### src/rtl/div_fifo_drv_pkg.sv
// div_fifo_drv_pkg: shared FSM encoding, LFSR taps, word field positions and result check for div_fifo_driver
package div_fifo_drv_pkg;
    typedef enum logic [1:0] {S_IDLE, S_RUN, S_DRAIN, S_DONE} state_t;
    localparam logic [15:0] LFSR_TAPS = 16'hB400;
    localparam int OP_DVD_LSB = 8;
    localparam int OP_DVS_LSB = 0;
    localparam int RES_REM_LSB = 8;
    localparam int RES_QUO_LSB = 0;
    localparam logic [7:0] DIVZERO_QUO = 8'hFF;
    function automatic logic div_ok(input logic [7:0] dvd, input logic [7:0] dvs,
                                    input logic [7:0] quo, input logic [7:0] rem);
        return (rem < dvs) && (16'(quo) * 16'(dvs) + 16'(rem) == 16'(dvd));
    endfunction
endpackage

### src/rtl/div_op_queue.sv
// div_op_queue: DEPTH x W FIFO of outstanding operand pairs awaiting their results
module div_op_queue #(
    parameter int DEPTH = 4,
    parameter int W = 16
) (
    input  logic         clk,
    input  logic         reset_n,
    input  logic         i_clr,
    input  logic         i_push,
    input  logic         i_pop,
    input  logic [W-1:0] i_din,
    output logic         o_full,
    output logic         o_empty,
    output logic [W-1:0] o_head
);
    localparam int AW = $clog2(DEPTH);
    logic [W-1:0] r_mem [DEPTH];
    logic [AW:0]  r_wr, r_rd;
    logic         w_wr_en, w_rd_en;
    assign w_wr_en = i_push && !o_full;
    assign w_rd_en = i_pop && !o_empty;
    assign o_empty = (r_wr == r_rd);
    assign o_full  = (r_wr[AW] != r_rd[AW]) && (r_wr[AW-1:0] == r_rd[AW-1:0]);
    assign o_head  = r_mem[r_rd[AW-1:0]];
    always_ff @(posedge clk or negedge reset_n) begin
        if (!reset_n) begin
            r_wr <= '0;
            r_rd <= '0;
        end else if (i_clr) begin
            r_wr <= '0;
            r_rd <= '0;
        end else begin
            if (w_wr_en) r_wr <= r_wr + (AW+1)'(1);
            if (w_rd_en) r_rd <= r_rd + (AW+1)'(1);
        end
    end
    always_ff @(posedge clk) begin
        if (w_wr_en) r_mem[r_wr[AW-1:0]] <= i_din;
    end
endmodule

### src/rtl/div_fifo_driver.sv
// div_fifo_driver: LFSR operand generator and result checker for the FIFO-wrapped divider harness.
// DIV_FIFO_DRV_DIVZERO_EN: issue divisor 0 and expect {dividend, 8'hFF}; otherwise divisor 0 becomes 1.
module div_fifo_driver import div_fifo_drv_pkg::*; #(
    parameter logic [15:0] SEED = 16'hACE1,
    parameter int          DEPTH = 4
) (
    input  logic        clk,
    input  logic        reset_n,
    input  logic        start,
    input  logic [15:0] num_ops,
    output logic [31:0] in_wdata,
    output logic        in_push,
    input  logic        in_not_full,
    input  logic [31:0] out_rdata,
    input  logic        out_rdy,
    output logic        out_pop,
    output logic        busy,
    output logic        done,
    output logic [15:0] pass_count,
    output logic [15:0] err_count
);
    state_t      r_state, w_next;
    logic [15:0] r_lfsr, r_num_ops, r_issued, r_checked;
    logic        r_chk;
    logic        w_start, w_issue, w_pop, w_ok, w_fb, w_q_full, w_q_empty;
    logic [7:0]  w_dvs_gen, w_dvd, w_dvs, w_quo, w_rem;
    logic [15:0] w_op, w_head;
    logic        w_unused_rdata;
    assign w_unused_rdata = ^out_rdata[31:16];
    assign busy = (r_state == S_RUN) || (r_state == S_DRAIN);
    assign done = (r_state == S_DONE);
    assign w_start = start && ((r_state == S_IDLE) || (r_state == S_DONE));
    // One push every other cycle so in_not_full always reflects the previous push
    assign w_issue = (r_state == S_RUN) && in_not_full && !w_q_full && (r_issued < r_num_ops) && !in_push;
    assign w_pop = out_rdy && !w_q_empty && !out_pop && !r_chk;
    assign w_fb = ^(r_lfsr & LFSR_TAPS);
    assign w_op = {r_lfsr[15:8], w_dvs_gen};
    assign w_dvd = w_head[OP_DVD_LSB +: 8];
    assign w_dvs = w_head[OP_DVS_LSB +: 8];
    assign w_quo = out_rdata[RES_QUO_LSB +: 8];
    assign w_rem = out_rdata[RES_REM_LSB +: 8];
`ifdef DIV_FIFO_DRV_DIVZERO_EN
    assign w_dvs_gen = r_lfsr[7:0];
    assign w_ok = (w_dvs == 8'h00) ? ((w_quo == DIVZERO_QUO) && (w_rem == w_dvd)) : div_ok(w_dvd, w_dvs, w_quo, w_rem);
`else
    assign w_dvs_gen = (r_lfsr[7:0] == 8'h00) ? 8'h01 : r_lfsr[7:0];
    assign w_ok = div_ok(w_dvd, w_dvs, w_quo, w_rem);
`endif
    div_op_queue #(.DEPTH(DEPTH), .W(16)) u_queue (
        .clk     (clk),
        .reset_n (reset_n),
        .i_clr   (w_start),
        .i_push  (w_issue),
        .i_pop   (r_chk),
        .i_din   (w_op),
        .o_full  (w_q_full),
        .o_empty (w_q_empty),
        .o_head  (w_head)
    );
    always_comb begin
        w_next = r_state;
        unique case (r_state)
            S_IDLE, S_DONE: if (start) w_next = (num_ops == 16'd0) ? S_DONE : S_RUN;
            S_RUN:          if (r_issued == r_num_ops) w_next = S_DRAIN;
            S_DRAIN:        if (r_checked == r_num_ops) w_next = S_DONE;
            default:        w_next = S_IDLE;
        endcase
    end
    always_ff @(posedge clk or negedge reset_n) begin
        if (!reset_n) begin
            r_state    <= S_IDLE;
            r_lfsr     <= SEED;
            r_num_ops  <= '0;
            r_issued   <= '0;
            r_checked  <= '0;
            r_chk      <= 1'b0;
            in_wdata   <= '0;
            in_push    <= 1'b0;
            out_pop    <= 1'b0;
            pass_count <= '0;
            err_count  <= '0;
        end else begin
            r_state <= w_next;
            in_push <= w_issue;
            out_pop <= w_pop;
            r_chk   <= out_pop;
            if (w_issue) begin
                in_wdata <= {16'h0, w_op};
                r_lfsr   <= {r_lfsr[14:0], w_fb};
                r_issued <= r_issued + 16'd1;
            end
            // out_rdata is valid the cycle after out_pop; r_chk marks that cycle
            if (r_chk) begin
                r_checked <= r_checked + 16'd1;
                if (w_ok) pass_count <= (pass_count == 16'hFFFF) ? pass_count : pass_count + 16'd1;
                else err_count <= (err_count == 16'hFFFF) ? err_count : err_count + 16'd1;
            end
            if (w_start) begin
                r_num_ops  <= num_ops;
                r_lfsr     <= SEED;
                r_issued   <= '0;
                r_checked  <= '0;
                pass_count <= '0;
                err_count  <= '0;
            end
        end
    end
endmodule

### config.mk
export PLATFORM = sky130hd
export DESIGN_NAME = div_fifo_driver
export DESIGN_NICKNAME = d
export VERILOG_FILES = /design/src/rtl/div_fifo_drv_pkg.sv /design/src/rtl/div_op_queue.sv /design/src/rtl/div_fifo_driver.sv
export SDC_FILE = /design/constraint.sdc
export NUM_CORES = 1
export LEC_CHECK = 0
export BUFFER_PORTS_ARGS = -buffer_cell sky130_fd_sc_hd__buf_2
export CAP_MARGIN = 10
export CORE_UTILIZATION = 35
export CTS_CLUSTER_SIZE = 12
export DETAILED_ROUTE_END_ITERATION = 8
export PLACE_DENSITY = 0.51
export SLEW_MARGIN = 20
export SYNTH_ARGS = -nofsm -noshare
export SYNTH_HDL_FRONTEND = slang
export SYNTH_SLANG_ARGS = --single-unit
export TNS_END_PERCENT = 100
### constraint.sdc
create_clock -name clk -period 16.2 [get_ports clk]
set_input_delay 1.62 -clock clk [delete_from_list [all_inputs] [get_ports clk]]
set_output_delay 1.62 -clock clk [all_outputs]
set_load 0.03 [all_outputs]
# --- After elaboration in Yosys (flattened, before gate mapping) ---
# Memory sizes are Yosys's and may differ from the RTL's.
# Cells that the tools add are included.
# W data, S select, Z words.
totals:
  reg_bits: 123
  latchBits: 0
  ram_bits: 64
  romBits: 0
  input_bits: 53
  output_inout_bits: 68
  wordCells: 99
  n_memories: 1
classes:
  addsub: 7
  mul: 1
  div: 0
  magnitude_cmp: 2
  eq_ne: 17
  n_shift: 0
  n_mux: 26
  bitwise: 0
  reduce_logical: 32
memory_table:
  columns: ["memory", "words", "word_bits", "rd", "rd_clocked_by_memory_dff", "wr", "line_no", "source"]
  rows:
  - ["u_queue.r_mem", 4, 16, 1, 0, 1, "div_op_queue.sv:17", "logic [W-1:0] r_mem [DEPTH];"]
ops:
  columns: ["cell", "n"]
  rows:
  - ["$mux W16", 14]
  - ["$add A16 B1 Y16 const B", 4]
  - ["$eq A16 B16 Y1", 2]
  - ["$eq A16 B16 Y1 const B", 2]
  - ["$add A16 B8 Y16", 1]
  - ["$eq A16 B8 Y1", 1]
  - ["$logic_not A16 Y1", 1]
  - ["$lt A16 B16 Y1", 1]
  - ["$mul A8 B8 Y16", 1]
  - ["$reduce_xor A16 Y1", 1]
  - ["$logic_and A1 B1 Y1", 12]
  - ["$mux W3", 4]
  - ["$ne A2 B1 Y1 const B", 5]
  - ["$reduce_bool A2 Y1", 5]
  - ["$reduce_and A3 Y1", 3]
  - ["$logic_not A8 Y1", 1]
  - ["$lt A8 B8 Y1", 1]
  - ["$mux W2", 4]
  - ["$mux W8", 1]
  - ["$add A3 B1 Y3 const B", 2]
  - ["$pmux W2 S3", 1]
  - ["$logic_not A1 Y1", 5]
  - ["$eq A2 B2 Y1 const B", 2]
  - ["$eq A3 B3 Y1", 1]
  - ["other kinds (8)", 10]

# --- Depth between registers and ports, before layout ---
logic_depth:
  word_depth: 9
  ltp_mapped: 24
  depth_no_buf: 20

# --- Modules after synthesis ---
# A second synthesis with hierarchy kept.
unflattened:
  cells_unflattened: 1176
  hier_area_um2: 12040.3
by_module_without_submodules:
  columns: ["mod", "n_inst", "cells_each", "area_per_inst_um2", "seq_area_each_um2"]
  rows:
  - ["div_fifo_driver", 1, 1025, 9145.0, 2937.8]
  - ["div_op_queue", 1, 151, 2895.3, 2072.0]

# --- Worst setup path after synthesis ---
# Ideal clock, no wire load.
synth_path:
  path_type: "input port to flip-flop"
  from: "input port out_rdata[2]"
  to: "register pass_count[13]"
  setup_ps: 78
  t_arrival_ps: 6533
  required_time_ps: 16122
  path_slack_ps: 9589
  cell_stages: 18
  path_buffers: 3
  path_cell_list: "buf_1 -> nand2_1 -> fa_1 -> fa_1 -> fa_1 -> fa_1 -> inv_1 -> ha_1 -> buf_2 -> a21oi_1 -> nor3_1 -> or4bb_1 -> or4_1 -> a21oi_1 -> nand4_1 -> buf_2 -> or4_1 -> a21oi_1"
synth_between:
  elab_chain_cells: 6
synth_rtl:
  columns: ["item", "line_no", "source"]
  rows:
  - ["from (decl)", "div_fifo_driver.sv:14", "input logic [31:0] out_rdata,"]
  - ["$mul A8 B8 Y16", "div_fifo_drv_pkg.sv:12", "return (rem < dvs) && (16'(quo) * 16'(dvs) + 16'(rem) == 16'(dvd));"]
  - ["$add A16 B8 Y16", "div_fifo_drv_pkg.sv:12", null]
  - ["$eq A16 B8 Y1", "div_fifo_drv_pkg.sv:12", null]
  - ["$logic_and A1 B1 Y1", "div_fifo_drv_pkg.sv:12", null]
  - ["$reduce_bool A2 Y1 (no source line)", null, null]
  - ["$reduce_and A3 Y1 (no source line)", null, null]
  - ["to (signal assigned)", "div_fifo_driver.sv:95", "if (w_ok) pass_count <= (pass_count == 16'hFFFF) ? pass_count : pass_count + 16'd1;"]
  - ["to (decl)", "div_fifo_driver.sv:19", "output logic [15:0] pass_count,"]
# No other way between the ends.
# A chain may end at the register's enable or synchronous reset.

# --- Worst setup path in the final report ---
# Same ends and word-level chain as after synthesis.

==> impl_metrics.py <==
metrics = {
    "die": {
        "core_area_um2": 32800,
        "io_pins": 121,
        "core.rowCount": 66,
        "dieArea_um2": 34300,
        "die_h_um": 185,
        "chipWidth_um": 185,
        "start_util_pct": 35.8,
    },
    "clock_tree": {
        "cts_tree": "yes",
        "clockRootBuffer": "clkbuf_16",
        "htreeDepth": 4,
        "clk_pin_slew_ns": 0.08,
        "postCtsHoldBufs": 0,
        "cts_resized": 0,
        "cts_max_path_buffers": 2,
        "clock-sinks": 187,
        "post_cts_buffers": 0,
        "clk_latency_ns": 0.44,
        "numCtsBuffers": 17,
    },
    "timing": {
        "slew_viol_final": 0,
        "rsz0062_at_grt": "false",
        "fmax_ghz": 0.129,
        "hold_viol_final": 0,
        "setup_viol": 0,
        "timing.final.crit_share_pct": 47.8,
        "relSlewSlack_pct": 35.1,
        "fin_crit_ns": 7.75,
        "tightest_slew_ns": 0.974,
        "fin_skew_ns": 0.0152,
        "finalSetupTns_ns": 0,
        "hold-worst-slack_ns": 0.403,
    },
    "synth": {
        "synth_top_area_share_pct": 24.5,
        "syn_inst": 1170,
        "synthArstFlopShare_pct": 65.8,
        "synth.cell_area_um2": 11700,
        "synth_top_cell_by_area": "dfrtp_1",
        "ys.flop_type": "dfrtp_1",
        "postSynthAreaPerCell_um2": 10.0,
        "seq_area_frac_synth_pct": 42.7,
        "synth_seq_cells": 187,
        "synth_edf_count": 64,
        "synth_cell_types": 60,
        "synth_warnings": 0,
        "synth.area.top_cells": "dfrtp_1 (25%), edfxtp_1 (16%), ha_1 (7.7%)",
    },
    "routing": {
        "avgRoutedWirePerCell_um": 15.6,
        "wl_um": 26300,
        "drc": 0,
        "vias": 8403,
        "postRouteAntennaNets": 0,
        "vias_per_cell": 4.98,
        "drt-pass1-iter-count": 5,
        "drt_iter0_drc": 440,
    },
    "worst_setup_path": {
        "cp.required_ns": 16.56,
        "cp-end-kind": "flop",
        "worst_setup_path_start_kind": "input port",
        "crit_type": "in -> reg",
        "crit_fanout": 29,
        "worst_ep_arrival_time_ns": 8.11,
    },
    "min_path": {
        "hold_class": "reg -> reg",
    },
    "global_routing": {
        "grt_pass1_vias": 8464,
        "grt_pass1_wl_um": 44000,
        "grt_use_total_pct": 16.4,
        "antenna_found_initial": 0,
        "grt_overflow": 0,
        "grt_max_degree": 107,
    },
    "placement": {
        "portBuffers": 88,
        "dp_hpwl_um": 19000,
        "place_congestion": 0.846,
    },
    "finish": {
        "drive_gt1_share_pct": 12.6,
        "antenna_cells": 0,
        "nNetsFinal": 1403,
        "areaGrowthSynthToFinish_pct": 11.9,
    },
    "outcome": {
        "status": "finished clean",
    },
    "run": {
        "maxCapViolCount": 0,
    },
}
cells by family after synthesis:
kind of cell	count (synthesis)	share of synthesized area, %
xor gates and xnor gates	53	4.08
AOI/OAI and AO/OA	195	10.1
buffers and inverters	180	6.48
muxes	26	3.73
adders and majority gates	116	15.2
and+or+nand+nor	412	17.7
other	1	0.0320
DFF	187	42.7
worst paths after layout:
path | slack [ns] | startpoint | end | cells after the start
setup reg to reg | 8.48 | u_queue.r_rd[0] | pass_count[13] | 17
max in group asynchronous | 13.73 | reset_n | pass_count[1] | 2
setup / recovery | 8.45 | out_rdata[2] | pass_count[13] | 16
hold / removal | 0.40 | out_pop | r_chk | 0
min in group asynchronous | 1.09 | reset_n | r_state[0] | 1
hold reg to reg | 0.40 | out_pop | r_chk | 0
synthesized netlist by cell type (all sizes together), types with 3 or more instances:
cell type / instances
and3: 28
nor3: 6
xnor2: 25
and4: 7
a21oi: 76
o31ai: 8
mux4: 14
buf: 30
clkbuf: 36
dfstp: 8
a2111oi: 6
nor3b: 3
o21a: 14
nor2: 40
or4: 12
nand3: 35
fa: 44
nand4: 15
o21ai: 48
and2: 41
nand2b: 3
a21o: 14
mux2i: 10
inv: 113
xor2: 28
nor2b: 10
or3: 33
ha: 72
o211ai: 5
o2111ai: 4
nand2: 162
nor4: 13
dfrtp: 115
edfxtp: 64
layout make-up:
class | instances | area, um^2
fillers | 3247 | 19700
multi-input cells | 818 | 6050
flip-flops and latches | 187 | 5010
well taps | 442 | 553
repair buffers | 96 | 510
clock buffers | 18 | 429
inverters | 114 | 428
clock inverters | 14 | 151
layer usage:
metal	share of wire, %	vias to the layer above	GRT usage (%)
li1	-	4151	-
met3	2.5	20	2.42
met1	49	4101	22.9
met2	47	131	26.4
met4	1.2	0	4.43
met5	0	-	0
state kept, by name, indices dropped and copies added, names as in the netlist:
| register | flops |
|---|---|
| r_num_ops | 16 |
| r_checked | 16 |
| r_issued | 16 |
| r_lfsr | 16 |
| err_count | 16 |
| out_pop | 1 |
| r_chk | 1 |
| u_queue.r_rd | 3 |
| u_queue.r_wr | 3 |
| in_wdata | 16 |
| pass_count | 16 |
| r_state | 2 |
| in_push | 1 |
| u_queue.r_mem | 64 |
stage by stage:
step / cell area (um^2) / utilization [%] / setup slack (ns) / cells
after global placement: 12500 / 38.3 / 8.11 / 1657
after global routing: 13100 / 40.0 / 7.97 / 1689
after floorplan: 11800 / - / 9.59 / 1185
final: 13100 / 40.0 / 8.45 / 1689
after CTS: 13100 / 40.0 / 8.50 / 1689
after detailed placement: 12500 / 38.3 / 8.08 / 1657
critical path, stage by stage:
cell       delay (ns)
buf_2            0.20
nand2_1          0.11
fa_1             0.52
fa_1             0.53
fa_1             0.54
fa_1             0.55
inv_1            0.04
ha_1             0.44
nor3b_1          0.22
a2111oi_0        0.68
or4bb_1          0.44
or4_1            0.41
a21oi_1          0.18
nand4_1          0.77
or4_1            0.71
a21oi_1          0.15
placed cells by master, fill, tap and decap left out, types with 3 or more instances in the layout:
master,synthesis,routed
a2111oi_0,6,6
a21o_1,14,14
a21oi_1,76,76
and2_1,41,41
and3_1,28,28
and4_1,7,7
buf_2,8,87
buf_4,16,7
clkbuf_16,0,17
clkinv_8,0,3
conb_1,1,16
dfrtp_1,115,115
dfstp_2,8,8
edfxtp_1,64,64
fa_1,44,44
ha_1,72,72
inv_1,113,113
inv_6,0,4
inv_8,0,4
mux2i_1,10,10
mux4_2,14,14
nand2_1,162,162
nand2b_1,3,3
nand3_1,35,35
nand4_1,15,15
nor2_1,40,39
nor2b_1,10,10
nor3_1,6,6
nor4_1,12,12
o2111ai_1,4,4
o211ai_1,5,5
o21a_1,14,14
o21ai_0,48,47
o31ai_1,8,8
or3_1,33,33
or4_1,12,12
xnor2_1,23,23
xor2_1,28,28
Power is not shown: default switching activity piles up to over one toggle a cycle in this logic, so the estimate is an artifact.
